**src/rtl/vedic_mul_4bit_pkg.sv**
```systemverilog
// ---------------------------------------------------------------------------
// vedic_mul_4bit_pkg
//  Shared widths for the 4x4 Vedic (Urdhva-Tiryagbhyam) multiplier slice.
//  Widths are fixed. The constants are named so that every file uses the
//  same figures.
//    VEDIC_OPW : operand width (4)
//    VEDIC_PW  : full product width (8)
//    VEDIC_PPW : width of one 2x2 partial product (4)
// ---------------------------------------------------------------------------
package vedic_mul_4bit_pkg;

   localparam int VEDIC_OPW = 4;
   localparam int VEDIC_PW  = 8;
   localparam int VEDIC_PPW = 4;

endpackage : vedic_mul_4bit_pkg

```
**src/rtl/vedic_mul_2bit.sv**
```systemverilog
// ---------------------------------------------------------------------------
// vedic_mul_2bit
//  Purely combinational unsigned 2x2 -> 4-bit multiplier, built from two
//  half adders (vertical-and-crosswise on 2-bit operands).
//  Ports:
//    a [1:0]  in   multiplicand
//    b [1:0]  in   multiplier
//    p [3:0]  out  product a*b (0..9)
// ---------------------------------------------------------------------------
module vedic_mul_2bit
   import vedic_mul_4bit_pkg::*;
(
   input  logic [1:0]           a,
   input  logic [1:0]           b,
   output logic [VEDIC_PPW-1:0] p
);

   logic cross_hi;   // a1 & b0
   logic cross_lo;   // a0 & b1
   logic carry_1;    // carry out of the crosswise half adder
   logic vert_hi;    // a1 & b1

   assign cross_hi = a[1] & b[0];
   assign cross_lo = a[0] & b[1];
   assign vert_hi  = a[1] & b[1];

   // Vertical term of the low bits.
   assign p[0]    = a[0] & b[0];

   // Crosswise terms are summed by a half adder. The carry moves up into the
   // high vertical term, and a second half adder resolves it.
   assign p[1]    = cross_hi ^ cross_lo;
   assign carry_1 = cross_hi & cross_lo;
   assign p[2]    = vert_hi ^ carry_1;
   assign p[3]    = vert_hi & carry_1;

endmodule : vedic_mul_2bit

```
**src/rtl/vedic_mul_4bit.sv**
```systemverilog
// ---------------------------------------------------------------------------
// vedic_mul_4bit
//  Unsigned 4x4 -> 8-bit multiplier. It forms four 2x2 partial products and
//  combines them with three small adders. The result is registered once.
//  Latency is one cycle, and a new operand pair is taken every cycle.
//  Handshake: none. There is no valid/ready. On every rising clk edge with
//  rst low, c is loaded with the product of the a/b values present just
//  before that edge.
//  Ports:
//    clk      in   rising-edge clock
//    rst      in   asynchronous, active-high reset (clears c at once)
//    a [3:0]  in   multiplicand, unsigned
//    b [3:0]  in   multiplier, unsigned
//    c [7:0]  out  registered product a*b (0..225)
// ---------------------------------------------------------------------------
module vedic_mul_4bit
   import vedic_mul_4bit_pkg::*;
(
   input  logic                 clk,
   input  logic                 rst,
   input  logic [VEDIC_OPW-1:0] a,
   input  logic [VEDIC_OPW-1:0] b,
   output logic [VEDIC_PW-1:0]  c
);

   logic [VEDIC_PPW-1:0] q0;      // a[1:0] * b[1:0]
   logic [VEDIC_PPW-1:0] q1;      // a[3:2] * b[1:0]
   logic [VEDIC_PPW-1:0] q2;      // a[1:0] * b[3:2]
   logic [VEDIC_PPW-1:0] q3;      // a[3:2] * b[3:2]
   logic [3:0]           t1;      // q1 + q0 carry-over bits (max 11)
   logic [4:0]           t2;      // q2 + t1                (max 20)
   logic [3:0]           p_hi;    // q3 + t2 carry-over bits (max 14)
   logic [VEDIC_PW-1:0]  p_next;

   vedic_mul_2bit u_pp0 (.a(a[1:0]), .b(b[1:0]), .p(q0));
   vedic_mul_2bit u_pp1 (.a(a[3:2]), .b(b[1:0]), .p(q1));
   vedic_mul_2bit u_pp2 (.a(a[1:0]), .b(b[3:2]), .p(q2));
   vedic_mul_2bit u_pp3 (.a(a[3:2]), .b(b[3:2]), .p(q3));

   // q0 weight 1, q1/q2 weight 4, q3 weight 16. Each stage keeps its low two
   // bits as product bits and passes the rest up to the next stage. The sum
   // bounds show that none of the adders can overflow its stated width.
   assign t1     = q1 + {2'b00, q0[3:2]};
   assign t2     = {1'b0, q2} + {1'b0, t1};
   assign p_hi   = q3 + {1'b0, t2[4:2]};
   assign p_next = {p_hi, t2[1:0], q0[1:0]};

   // Output register. This is the only path from a/b to c.
   always_ff @(posedge clk or posedge rst) begin
      if (rst) begin
         c <= '0;
      end else begin
         c <= p_next;
      end
   end

endmodule : vedic_mul_4bit

```
**config.mk**
```make
export PLATFORM = sky130hd
export DESIGN_NAME = vedic_mul_4bit
export DESIGN_NICKNAME = d
export VERILOG_FILES = /design/src/rtl/vedic_mul_4bit_pkg.sv /design/src/rtl/vedic_mul_2bit.sv /design/src/rtl/vedic_mul_4bit.sv
export SDC_FILE = /design/constraint.sdc
export NUM_CORES = 1
export LEC_CHECK = 0
export BUFFER_PORTS_ARGS = -buffer_cell sky130_fd_sc_hd__buf_2
export CAP_MARGIN = 20
export CORE_MARGIN = 5
export CORE_UTILIZATION = 46
export CTS_CLUSTER_SIZE = 24
export DETAILED_ROUTE_END_ITERATION = 6
export PLACE_DENSITY = 0.71
export SLEW_MARGIN = 30
export SYNTH_ARGS = -nofsm -noshare
export SYNTH_HDL_FRONTEND = slang
export SYNTH_SLANG_ARGS = --single-unit
```
**constraint.sdc**
```tcl
create_clock -name clk -period 0.8 [get_ports clk]
set_input_delay 0.04 -clock clk [delete_from_list [all_inputs] [get_ports clk]]
set_output_delay 0.04 -clock clk [all_outputs]
set_load 0.1 [all_outputs]
```
# Yosys cells after proc, flatten, opt, wreduce, memory -nomap -nowiden

Cells that the tools add are included.

Input bits: 10
Register bits: 8
Output and inout bits: 8
Word-level logic and storage cells: 36

$add $sub $neg: 3
Bitwise operators: 32

Operators by type and width:

| operator      | count |
|---|---|
| $and A1 B1 Y1 | 24 |
| $xor A1 B1 Y1 | 8 |
| $add A4 B4 Y5 | 1 |
| $add A4 B2 Y4 | 1 |
| $add A4 B3 Y4 | 1 |

# Logic depth before layout (Yosys ltp)

Gate-level depths: netlist (run 1).

Word-level depth: 6
Depth in mapped cells: 15
Mapped depth without buffers: 15

# By module

Synthesis (run 1) repeated with hierarchy kept, for this count alone.

Cells, all modules: 63
Area total of the unflattened synthesis: 704.4 µm²

By module, submodules not included:

| module         | cells an instance | area each (µm²) | instances |
|---|---|---|---|
| vedic_mul_4bit | 39                | 504.2           | 1 |
| vedic_mul_2bit | 6                 | 50.0            | 4 |

# Worst setup path after synthesis (run 1)

OpenSTA, ideal clock, no wires.

Path kind: input port to flip-flop
Start point: input port a[1]
End point: register c[7]
Library setup time: 0.080 ns
Arrival: 2.838 ns
Slack: -2.118 ns
Path buffers: 0
Cell stages on the path: 15
Path through: and2_1 > ha_1 > ha_1 > ha_1 > inv_1 > fa_1 > inv_1 > ha_1 > a21o_1 > a21oi_2 > xnor2_1 > ha_1 > a21o_1 > a21oi_2 > xnor2_1

Cells in the longest elaborated chain, start to end: 6
Elaborated cells between the ends (all ways): 14
Classes of those cells: 3 x add/sub; 11 x bitwise

RTL lines:

| item                                                  | RTL line                                   | text |
|---|---|---|
| start, declared                                       | vedic_mul_4bit.sv:21                       | `input logic [VEDIC_OPW-1:0] a,` |
| $and A1 B1 Y1                                         | vedic_mul_2bit.sv:23                       | `assign cross_hi = a[1] & b[0];` |
| $and A1 B1 Y1                                         | vedic_mul_2bit.sv:33                       | `assign carry_1 = cross_hi & cross_lo;` |
| $xor A1 B1 Y1 / $and A1 B1 Y1 (equally long branches) | vedic_mul_2bit.sv:34, vedic_mul_2bit.sv:35 |  |
| $add A4 B2 Y4                                         | vedic_mul_4bit.sv:43                       | `assign t1 = q1 + {2'b00, q0[3:2]};` |
| $add A4 B4 Y5 *                                       | vedic_mul_4bit.sv:44                       | `assign t2 = {1'b0, q2} + {1'b0, t1};` |
| $add A4 B3 Y4 *                                       | vedic_mul_4bit.sv:45                       | `assign p_hi = q3 + {1'b0, t2[4:2]};` |
| via p_hi[3]                                           | vedic_mul_4bit.sv:32                       | `logic [3:0] p_hi;` |
| end signal, assigned                                  | vedic_mul_4bit.sv:53                       | `c <= p_next;` |
| end, declared                                         | vedic_mul_4bit.sv:23                       | `output logic [VEDIC_PW-1:0] c` |

The timed path passes the listed nets; every way through them passes the cells marked *.

# Final worst setup path (run 1)

Same ends and word-level chain as after synthesis.

==> results of run 1 <==
==> through the flow <==
| stage | utilization, % | power (mW) | TNS [ns] | hold WS (ns) |
|---|---|---|---|---|
| 6_report | 80.2 | 2.38 | -8.75 | 0.109 |
| 3_3_place_gp | 73.9 | 1.96 | -9.80 | -0.0220 |
| 3_5_place_dp | 73.9 | 1.97 | -9.90 | -0.0100 |
| 4_1_cts | 79.2 | 2.34 | -8.76 | 0.113 |
| 5_1_grt | 80.2 | 2.50 | -9.28 | 0.115 |
| 2_1_floorplan | - | 1.42 | -8.48 | -0.145 |
==> timing repair <==
item | in CTS | in global routing
buffers inserted | 3 | 2
pin swaps | 2 | 3
hold buffers | 1 | 0
setup endpoints to repair | 14 | 14
resized for setup | 3 | 1
endpoints found under the hold margin | 8 | 0
==> synth_stat cells, drive strengths merged <==
library cell | count | area [sq um]
ha | 17 | 213
and2 | 16 | 100
dfrtp | 8 | 200
inv | 8 | 30.0
xnor2 | 5 | 43.8
a21o | 3 | 22.5
fa | 3 | 60.1
a21oi | 2 | 17.5
nand2 | 1 | 3.75
nand2b | 1 | 6.26
nor2b | 1 | 6.26
o21ai | 1 | 5.00
xor2 | 1 | 8.76
==> cells in the final DEF, fill, tap and decap left out, drive strengths merged <==
cell / netlist / final
a21oi: 2 / 2
buf: 0 / 33
clkbuf: 0 / 4
nand2b: 1 / 1
nand2: 1 / 1
dlygate4sd3: 0 / 1
o21ai: 1 / 1
ha: 17 / 17
nor2b: 1 / 1
fa: 3 / 3
xnor2: 5 / 5
a21o: 3 / 3
xor2: 1 / 1
dfrtp: 8 / 8
inv: 8 / 8
and2: 16 / 16
==> worst max-delay path by stage <==
stage,startpoint,to,slack [ns],cells past startpoint
6_report,a[1],c[7]$_DFF_PP0_,-1.88,16
5_1_grt,a[1],c[7]$_DFF_PP0_,-2.00,16
4_1_cts,a[1],c[7]$_DFF_PP0_,-1.89,16
3_5_place_dp,a[1],c[7]$_DFF_PP0_,-2.20,16
3_3_place_gp,a[1],c[7]$_DFF_PP0_,-2.15,16
2_1_floorplan,a[0],c[7]$_DFF_PP0_,-1.97,15
==> where the power goes <==
| part | switching, mW | internal [mW] | total, mW |
|---|---|---|---|
| Sequential | 0.0750 | 0.502 | 0.577 |
| Combinational | 0.862 | 0.585 | 1.45 |
| Clock | 0.168 | 0.192 | 0.361 |
==> area by class of cell <==
class | count | share of cell area, %
clock buffer | 4 | 2.20
inverter | 8 | 2.52
timing repair buffer | 34 | 29.7
tap | 16 | 1.68
sequential | 8 | 17.5
multi-input combinational | 51 | 46.4
==> critical path, delay by kind of cell <==
kind / cells / cell delay [ns]
compound gates: 4 / 0.64
xor+xnor: 2 / 0.26
fa+ha+maj: 6 / 1.59
buf+inv: 3 / 0.19
simple gates: 1 / 0.15
==> logic make-up after synthesis <==
| group | Yosys count | synth area share (%) |
|---|---|---|
| DFF | 8 | 27.9 |
| and+or+nand+nor | 19 | 16.2 |
| AOI/OAI and AO/OA | 6 | 6.28 |
| adders and majority gates | 20 | 38.0 |
| xor gates and xnor gates | 6 | 7.33 |
| buffers and inverters | 8 | 4.19 |
==> per-layer routing <==
metal  wire, um  vias to the layer above  global-route usage [%]
met5          0                        -                       0
met4         40                        0                    7.86
met3         71                        5                    1.81
met2        788                       15                    23.2
met1        703                      263                    14.9
li1           -                      292                       -
==> impl_summary.txt, run 1 <==
----------------------------------------------------
[Status]
  Status ... complete, but fails checks
  Violations in the final reports ... negative setup slack

[Routing]
  Post-route antenna net violation count ... 0
  Remaining design rule violation count ... 0
  Post-DR vias/cell ... 4.75
  Total length of routed wires ... ~1600 um
  Vias ... 575
  Number of iterations in the first detailed-routing pass ... 2
  Starting DRC count in detailed routing ... 1
  Routed len/inst ... 13.3 um

[Clock tree]
  CTS H-tree lvls ... 1
  TritonCTS clock tree ... built
  Cts bufs inserted ... 3
  Cell at the root of the clock tree ... clkbuf_4
  Num Clock Sinks ... 8
  Maximum clock path buffer count ... 2
  Clock transition time at the flip-flop clock pins of the worst setup and hold paths ... ~0.07 ns

[Final layout]
  Area occupied by registers ... approximately 210 sq um
  Multi-input logic area ... between 500 and 600 sq um
  Nets ... 136
  Registers with the most flip-flops ... c (8)
  Antenna diode count ... 0
  Share of final-layout standard cells stronger than drive strength 1 ... ~53%
  Final Cell Area ... ~1200 sq um
  Post-synthesis to final-layout area growth ... 66.5%
  Post-route insts no fill ... between 100 and 150
  Flip-flop count of the largest register, all copies and words added ... 8
  Biggest register ... c
  Number of fillers in the final layout ... 90

[Place]
  Pre-CTS setup slack ... -2.20 ns
  Final RePlAce weighted congestion ... 0.758
  Dpl cell area ... around 1100 sq um
  Placed cell count ... around 110
  Port-buffer cells ... 17
  Dpl hpwl ... around 1100 um

[STA]
  Final critical-path share of the clock period ... 335%
  Slew at the pin closest to its max-slew limit ... 0.303 ns
  Final worst slack ... -1.88 ns
  Count of pins over their slew limit ... 0
  Max Clk Rate ... 373 MHz
  Worst slew margin ... approximately 80%
  Final hold violation count ... 0
  Unrepaired setup endpoints after global routing ... true
  Min Clock Period, post-route ... between 2 and 3 ns
  Final setup vio count ... 14

[Power]
  Pleak ... slightly above 0.6 nW
  Maximum vdd ir drop ... 1.81 mV
  Total power density per cell area ... between 1500 and 2000 nW/um^2

[Setup path]
  Category of the most critical setup path ... input port to register
  Delay of the slowest cell on the worst path ... 0.51 ns
  Maximum fanout count along the critical path ... 3
  Required time at the endpoint of the critical path ... around 0.98 ns
  Critical Path End Type ... register
  Sort of element at the start of the critical path ... input port
  Slowest cell on crit path ... fa_1
  Cells along the critical path ... buf_6, and2_4, ha_4, ha_4, ha_4, inv_2, fa_1, inv_1, ha_1, a21o_1, a21oi_2, xnor2_2, ha_1, a21o_1, a21oi_2, xnor2_1
  Critical path's most frequent cell ... ha_4
  CP Data Arrival Time ... 2.86 ns

[Logic synthesis]
  Number of warning messages in the yosys log ... 0
  Sequential fraction of the synthesis area ... between 20% and 30%
  Yosys cell types ... 13
  Average size of a mapped cell ... 10.7 sq um
  Synth Register Bits ... 8
  Synthesized Nets ... 97
  Instance count of the mapped netlist ... 67
  Area of the mapped netlist ... 717 sq um

[Min path]
  Endpoint, Worst Hold ... c[0]$_DFF_PP0_
  Min-delay worst type ... input port to register
  Worst min-delay path startpoint ... b[0]
  Worst hold path stage count ... 3

[Die]
  Core area ... 1490 sq um
  Row cnt ... 14
  Die H ... 49.5 um
  I/O pin total ... 18
  Die Width ... roughly 50 um
  Die area ... roughly 2400 sq um
  Starting density of the core ... roughly half

[GRT]
  Via count of the first global-routing pass ... roughly 570
  Largest net degree at the start of global routing ... 9
  Antenna violations before repair ... 0
  Overall global routing resource usage ... about an eighth
  Gr ovfl total ... 0
  Wire length of the first global-routing pass ... approximately 2400 um

[Job]
  Maximum capacitance violations ... 0

----------------------------------------------------
No activity file was read; power rests on OpenSTA's default activity.
==> run 2, diff against run 1 <==
clock period = 3.4 ns   (was 0.8 ns; I/O delays follow)
==> run 2 against run 1 <==
Compared with the run above: the run now ends clean; clock power decreased by 81%; wire length is 31% lower; sequential share of layout area grew 5.9 points; sequential power fell by 80%; core utilization shrank 23 points; via count shrank 14%; global-route usage is 2.2 points lower; setup slack improved by 2.2 ns; count of clock-buffer cells in the layout fell by 1; die area did not move; non-clock buffer count shrank 16; critical endpoint unchanged; highest routed layer is now met3.
==> impl_summary.txt, run 2 (synthesis gave the netlist of run 1 again) <==
----------------------------------------------------
[Status]
  Status ... finished clean (was complete, but fails checks)

[Setup path]
  Maximum fanout count along the critical path ... 4 (was 3)
  CP Data Arrival Time ... 3.27 ns (was 2.86 ns)
  Sort of element at the start of the critical path ... input port (unchanged)
  Cells along the critical path ... buf_2, and2_1, ha_1, ha_1, ha_1, inv_1, fa_1, inv_1, ha_1, a21o_1, a21oi_2, xnor2_1, ha_1, a21o_1, a21oi_2, xnor2_1 (was buf_6, and2_4, ha_4, ha_4, ha_4, inv_2, fa_1, inv_1, ha_1, a21o_1, a21oi_2, xnor2_2, ha_1, a21o_1, a21oi_2, xnor2_1)
  Delay of the slowest cell on the worst path ... 0.53 ns (was 0.51 ns)
  Critical path's most frequent cell ... ha_1 (was ha_4)
  Required time at the endpoint of the critical path ... 3.57 ns (was 0.98 ns)
  Cell family contributing the most delay on the critical path ... adder cells (unchanged)
  Category of the most critical setup path ... input port to register (unchanged)
  Slowest cell on crit path ... fa_1 (unchanged)
  Critical Path End Type ... register (unchanged)
  Count of buffer and inverter cells on the critical path ... 3 (unchanged)

[Final layout]
  Utilization of the core after routing ... 57.4% (was 80.2%)
  Registers with the most flip-flops ... c (8) (unchanged)
  Post-route insts no fill ... 104 (was 121)
  Biggest register ... c (unchanged)
  Final Cell Area ... 855 sq um (was 1190 sq um)
  Share of final-layout standard cells stronger than drive strength 1 ... 25.0% (was 53.3%)
  Number of fillers in the final layout ... 136 (was 90)
  Post-synthesis to final-layout area growth ... 19.2% (was 66.5%)
  Flip-flop count of the largest register, all copies and words added ... 8 (unchanged)
  Highest-count cells in the layout ignoring fill and taps ... ha_1, buf_2, and2_1, inv_1, dfrtp_1 (was buf_4, and2_1, ha_1, buf_12, dfrtp_2)
  Nets ... 120 (was 136)
  Antenna diode count ... 0 (unchanged)

[GRT]
  Global route hottest layer ... met2 (unchanged)
  Antenna violations before repair ... 0 (unchanged)
  Largest net degree at the start of global routing ... 9 (unchanged)
  GRT met1 Usage ... 14.6% (was 14.9%)
  Via count of the first global-routing pass ... 533 (was 571)
  Gr ovfl total ... 0 (unchanged)
  Met2 track utilization from global routing ... 17.2% (was 23.2%)
  Overall global routing resource usage ... 11.0% (was 13.2%)
  Wire length of the first global-routing pass ... 2110 um (was 2420 um)
  Met3 global-route usage ... 1.81% (unchanged)

[Routing]
  Starting DRC count in detailed routing ... 5 (was 1)
  Number of iterations in the first detailed-routing pass ... 3 (was 2)
  Routed len/inst ... 10.6 um (was 13.3 um)
  Post-DR vias/cell ... 4.74 (was 4.75)
  Total length of routed wires ... 1110 um (was 1600 um)
  Remaining design rule violation count ... 0 (unchanged)
  Post-route antenna net violation count ... 0 (unchanged)
  Vias ... 493 (was 575)

[Clock tree]
  Maximum clock path buffer count ... 2 (unchanged)
  CTS H-tree lvls ... 1 (unchanged)
  Hold buffer count at cts ... 1 (unchanged)
  Num Clock Sinks ... 8 (unchanged)
  TritonCTS clock tree ... built (unchanged)
  Cts bufs inserted ... 3 (unchanged)
  Clock transition time at the flip-flop clock pins of the worst setup and hold paths ... 0.05 ns (was 0.07 ns)
  Cell at the root of the clock tree ... clkbuf_4 (unchanged)
  Number of setup buffers added after CTS ... 0 (was 3)
  Count of cells resized by post-cts repair ... 0 (was 3)

[Die]
  Die H ... 49.5 um (unchanged)
  Starting density of the core ... 48.2% (unchanged)
  I/O pin total ... 18 (unchanged)
  Die Width ... 49.5 um (unchanged)
  Row cnt ... 14 (unchanged)
  Core area ... 1490 sq um (unchanged)
  Die area ... 2450 sq um (unchanged)

[Power]
  Total power density per cell area ... 502 nW/um^2 (was 2000 nW/um^2)
  Maximum vdd ir drop ... 0.271 mV (was 1.81 mV)
  Pleak ... 0.500 nW (was 0.617 nW)
  NetSw ... 223 uW (was 1.10 mW)
  Proportion of power drawn by flip-flops and latches ... 27.4% (was 24.2%)
  Internal portion of total power ... 205 uW (was 1.28 mW)
  Part of the power in the clock network ... 16.0% (was 15.1%)
  Comb pwr share ... 56.6% (was 60.7%)
  Sw Share ... 52.1% (was 46.3%)

[STA]
  Final setup vio count ... 0 (was 14)
  Min Clock Period, post-route ... slightly above 3 ns
  Max Clk Rate ... ~320 MHz
  Count of pins over their slew limit ... 0 (unchanged)
  Slew at the pin closest to its max-slew limit ... 0.488 ns (was 0.303 ns)
  Final hold violation count ... 0 (unchanged)
  Unrepaired setup endpoints after global routing ... false (was true)
  Total negative slack ... 0 ns (was -8.75 ns)
  Final critical-path share of the clock period ... approximately nine tenths
  Worst slew margin ... 67.7% (was 79.8%)

[Job]
  Maximum capacitance violations ... 0 (unchanged)

[Place]
  Dpl cell area ... 822 sq um (was 1100 sq um)
  Placed cell count ... 100 (was 111)
  Final RePlAce weighted congestion ... 0.716 (was 0.758)
  Port-buffer cells ... 17 (unchanged)
  Dpl hpwl ... 1000 um (was 1140 um)

[Min path]
  Min-delay worst type ... input port to register (unchanged)

----------------------------------------------------
[run 2: layout make-up]
| class | instances | area, sq um | share of cell area, % |
|---|---|---|---|
| clock buffers | 3 | 22.5 | 2.64 |
| multi-input cells | 51 | 487 | 57.0 |
| inverters | 8 | 30.0 | 3.51 |
| well taps | 16 | 20.0 | 2.34 |
| repair buffers | 18 | 95.1 | 11.1 |
| flip-flops and latches | 8 | 200 | 23.4 |
[run 2: path summary, 6_finish.rpt]
check                      start        endpoint  cells past startpoint
setup / recovery            a[1]  c[7]$_DFF_PP0_                     16
hold / removal              a[0]  c[0]$_DFF_PP0_                      2
max in group asynchronous    rst  c[1]$_DFF_PP0_                      3
min in group asynchronous    rst  c[4]$_DFF_PP0_                      3
[run 2: stage by stage]
stage / hold WS, ns / power [mW] / setup slack, ns
2_1_floorplan: -0.0143 / 0.321 / 0.352
3_3_place_gp: 0.109 / 0.362 / 0.0788
3_5_place_dp: 0.119 / 0.364 / 0.0216
4_1_cts: 0.159 / 0.436 / 0.270
5_1_grt: 0.185 / 0.457 / 0.136
6_report: 0.170 / 0.429 / 0.303
[run 2: power groups by stage]
stage	Sequential [mW]	Combinational [mW]	Clock [mW]
floorplan	0.265	0.0567	0
global placement	0.119	0.243	0
detailed placement	0.119	0.244	0
CTS	0.118	0.246	0.0719
global route	0.120	0.260	0.0761
finish	0.117	0.243	0.0685
[run 2: layer usage]
| metal | vias to the layer above | share of wire [%] |
|---|---|---|
| met2 | 12 | 47 |
| met1 | 220 | 46 |
| met3 | 0 | 6.5 |
| met4 | 0 | 0 |
| met5 | - | 0 |
| li1 | 261 | - |
==> run 3, diff against run 2 <==
ABC_AREA = 1   (was not set)
CAP_MARGIN = 15   (was 20)
CORE_MARGIN = not set   (was 5)
PLACE_DENSITY = 0.7   (was 0.71)
==> run 3 against run 2 <==
Compared with the run above: wire length increased by 6.5%; final area grew 5.4%; die area fell by 25%; first-iteration DRC count down 40%; via count rose by 22%; critical path depth decreased by 3; sequential cell count is the same; setup slack improved by 0.27 ns; maximum frequency increased by 9.4%.
==> impl_summary.txt, run 3 <==
----------------------------------------------------
[Routing]
  Post-DR vias/cell ... 4.49 (was 4.74)
  Remaining design rule violation count ... 0 (unchanged)
  Routed len/inst ... 8.79 um (was 10.6 um)
  Total length of routed wires ... 1180 um (was 1110 um)
  Starting DRC count in detailed routing ... 3 (was 5)
  Number of iterations in the first detailed-routing pass ... 2 (was 3)
  Post-route antenna net violation count ... 0 (unchanged)
  Vias ... 602 (was 493)

[STA]
  Final setup vio count ... 0 (unchanged)
  Min Clock Period, post-route ... 2.83 ns (was 3.10 ns)
  Unrepaired setup endpoints after global routing ... false (unchanged)
  Worst slew margin ... 67.6% (was 67.7%)
  Slew at the pin closest to its max-slew limit ... 0.489 ns (was 0.488 ns)
  Max Clk Rate ... 353 MHz (was 323 MHz)
  Final critical-path share of the clock period ... 83.3% (was 91.1%)
  Count of pins over their slew limit ... 0 (unchanged)
  Final worst slack ... 0.569 ns (was 0.303 ns)
  Final hold violation count ... 0 (unchanged)
  Total negative slack ... 0 ns (unchanged)

[Setup path]
  Required time at the endpoint of the critical path ... 3.52 ns (was 3.57 ns)
  Cell family contributing the most delay on the critical path ... adder cells (unchanged)
  Critical Path End Type ... register (unchanged)
  Slowest cell on crit path ... fa_1 (unchanged)
  Critical path's most frequent cell ... ha_1 (unchanged)
  CP Data Arrival Time ... 2.95 ns (was 3.27 ns)
  Category of the most critical setup path ... input port to register (unchanged)
  Sort of element at the start of the critical path ... input port (unchanged)
  Delay of the slowest cell on the worst path ... 0.45 ns (was 0.53 ns)
  Maximum fanout count along the critical path ... 4 (unchanged)
  Count of buffer and inverter cells on the critical path ... 3 (unchanged)
  Cells along the critical path ... buf_2, nand2_1, inv_1, ha_1, ha_1, ha_1, inv_1, fa_1, fa_1, xnor2_1, ha_1, fa_1, xor2_1 (was buf_2, and2_1, ha_1, ha_1, ha_1, inv_1, fa_1, inv_1, ha_1, a21o_1, a21oi_2, xnor2_1, ha_1, a21o_1, a21oi_2, xnor2_1)

[Clock tree]
  Clock transition time at the flip-flop clock pins of the worst setup and hold paths ... 0.05 ns (about the same)
  Cell at the root of the clock tree ... clkbuf_4 (unchanged)
  Num Clock Sinks ... 8 (unchanged)
  TritonCTS clock tree ... built (unchanged)
  CTS H-tree lvls ... 1 (unchanged)
  Cts bufs inserted ... 3 (unchanged)
  Maximum clock path buffer count ... 2 (unchanged)
  Count of cells resized by post-cts repair ... 0 (unchanged)

[Logic synthesis]
  Leading cell types by total area after synthesis ... ha_1, dfrtp_1, nand2_1 (was ha_1, dfrtp_1, and2_1)
  Most frequent cells after synthesis ... nand2_1, inv_1, ha_1 (was ha_1, and2_1, dfrtp_1, inv_1, xnor2_1)
  Average size of a mapped cell ... 7.87 sq um (was 10.7 sq um)
  Count of flip-flops with a built-in enable after synthesis ... 0 (unchanged)
  Sequential fraction of the synthesis area ... 26.2% (was 27.9%)
  Fraction of synthesized cell area taken by the top area cell type ... 27.9% (was 29.7%)
  Post-synthesis cell type with the largest combined area ... ha_1 (unchanged)
  Prevailing post-synth register cell ... dfrtp_1 (unchanged)
  Most common cell in the synthesized netlist ... nand2_1 (was ha_1)
  Area of the mapped netlist ... 763 sq um (was 717 sq um)
  Number of warning messages in the yosys log ... 0 (unchanged)
  Yosys cell types ... 14 (was 13)
  Proportion of synthesized flip-flops having asynchronous set or reset ... 100% (unchanged)
  Synthesized Nets ... 127 (was 97)
  Synth Register Bits ... 8 (unchanged)
  Instance count of the mapped netlist ... 97 (was 67)

[Power]
  NetSw ... 222 uW (was 223 uW)
  Part of the power in the clock network ... 15.5% (was 16.0%)
  Pleak ... 0.626 nW (was 0.500 nW)
  Sw Share ... 52.5% (was 52.1%)
  Maximum vdd ir drop ... 0.282 mV (was 0.271 mV)
  Internal portion of total power ... 201 uW (was 205 uW)
  Comb pwr share ... 56.9% (was 56.6%)
  Proportion of power drawn by flip-flops and latches ... 27.6% (was 27.4%)
  Total power density per cell area ... 470 nW/um^2 (was 502 nW/um^2)

[GRT]
  Overall global routing resource usage ... 15.6% (was 11.0%)
  Antenna violations before repair ... 0 (unchanged)
  Largest net degree at the start of global routing ... 9 (unchanged)
  Wire length of the first global-routing pass ... 2150 um (was 2110 um)
  Via count of the first global-routing pass ... 581 (was 533)
  Gr ovfl total ... 0 (unchanged)

[Place]
  Port-buffer cells ... 17 (unchanged)
  Final RePlAce weighted congestion ... 0.742 (was 0.716)
  Dpl cell area ... 868 sq um (was 822 sq um)
  Pre-CTS setup slack ... 0.309 ns (was 0.0216 ns)
  Dpl hpwl ... 1080 um (was 1000 um)

[Die]
  Starting density of the core ... 50.1% (was 48.2%)
  Die Width ... 42.7 um (was 49.5 um)
  I/O pin total ... 18 (unchanged)
  Row cnt ... 14 (unchanged)
  Die H ... 42.7 um (was 49.5 um)
  Core area ... 1520 sq um (was 1490 sq um)
  Die area ... 1830 sq um (was 2450 sq um)

[Final layout]
  Most frequent standard cell in the layout excluding fill and tap cells ... nand2_1
  Post-synthesis to final-layout area growth ... 18.0% (was 19.2%)
  Highest-count cells in the layout ignoring fill and taps ... nand2_1, inv_1, ha_1, buf_2, dfrtp_1 (was ha_1, buf_2, and2_1, inv_1, dfrtp_1)
  Final Cell Area ... 901 sq um (was 855 sq um)
  Flip-flop count of the largest register, all copies and words added ... 8 (unchanged)
  Antenna diode count ... 0 (unchanged)
  Nets ... 150 (was 120)
  Registers with the most flip-flops ... c (8) (unchanged)
  Utilization of the core after routing ... 59.1% (was 57.4%)
  Share of final-layout standard cells stronger than drive strength 1 ... 16.9% (was 25.0%)
  Biggest register ... c (unchanged)

[Min path]
  Min-delay worst type ... input port to register (unchanged)

[Job]
  Maximum capacitance violations ... 0 (unchanged)

[Status]
  Status ... finished clean (unchanged)

----------------------------------------------------
## run 3: tightest hold or removal path: cells and delay by family
kind | cells | cell delay (ns)
buffers and inverters | 2 | 0.15
AND/OR/NAND/NOR | 1 | 0.05
## run 3: path summary, 6_finish.rpt
path	to	cells after the start	from
setup / recovery	c[6]$_DFF_PP0_	13	a[1]
hold / removal	c[0]$_DFF_PP0_	3	a[0]
max in group asynchronous	c[7]$_DFF_PP0_	3	rst
min in group asynchronous	c[3]$_DFF_PP0_	3	rst
## run 3: logic make-up (layout without fill, tap and decap cells)
group | count (synthesis) | count (layout) | synth area share, %
simple gates | 37 | 37 | 20.0
buf+inv | 27 | 48 | 13.3
fa+ha+maj | 20 | 20 | 35.7
flops | 8 | 8 | 26.2
xor+xnor | 3 | 3 | 3.44
compound gates | 2 | 2 | 1.31
## run 3: what timing repair did
item,in CTS,in global routing
hold buffers,1,0
hold endpoints to repair,8,0
buffers inserted,0,0
## run 3: final cells by class
class	count	area, sq um
repair buffers	18	95.1
fillers	135	623
clock buffers	3	22.5
inverters	27	101
well taps	16	20.0
multi-input cells	62	462
flip-flops and latches	8	200
## run 3: power groups by stage
stage          logic (mW)  registers (mW)  clock network [mW]
2_1_floorplan      0.0556           0.262                   0
3_3_place_gp        0.239           0.119                   0
3_5_place_dp        0.242           0.118                   0
4_1_cts             0.243           0.117              0.0696
5_1_grt             0.257           0.118              0.0716
6_report            0.241           0.117              0.0655
## run 3: routing by layer
layer	GRT usage (%)	vias up	wire length, um
met5	0	-	0
li1	-	336	-
met4	9.38	0	9
met2	28.5	10	622
met3	1.28	2	31
met1	17.2	254	515
## run 3: metrics by stage
step | power (mW) | std cells | hold slack [ns]
after floorplan | 0.318 | 97 | -0.0143
after global placement | 0.358 | 130 | 0.108
after detailed placement | 0.360 | 130 | 0.111
after CTS | 0.430 | 134 | 0.155
after global routing | 0.447 | 134 | 0.197
final | 0.423 | 134 | 0.162
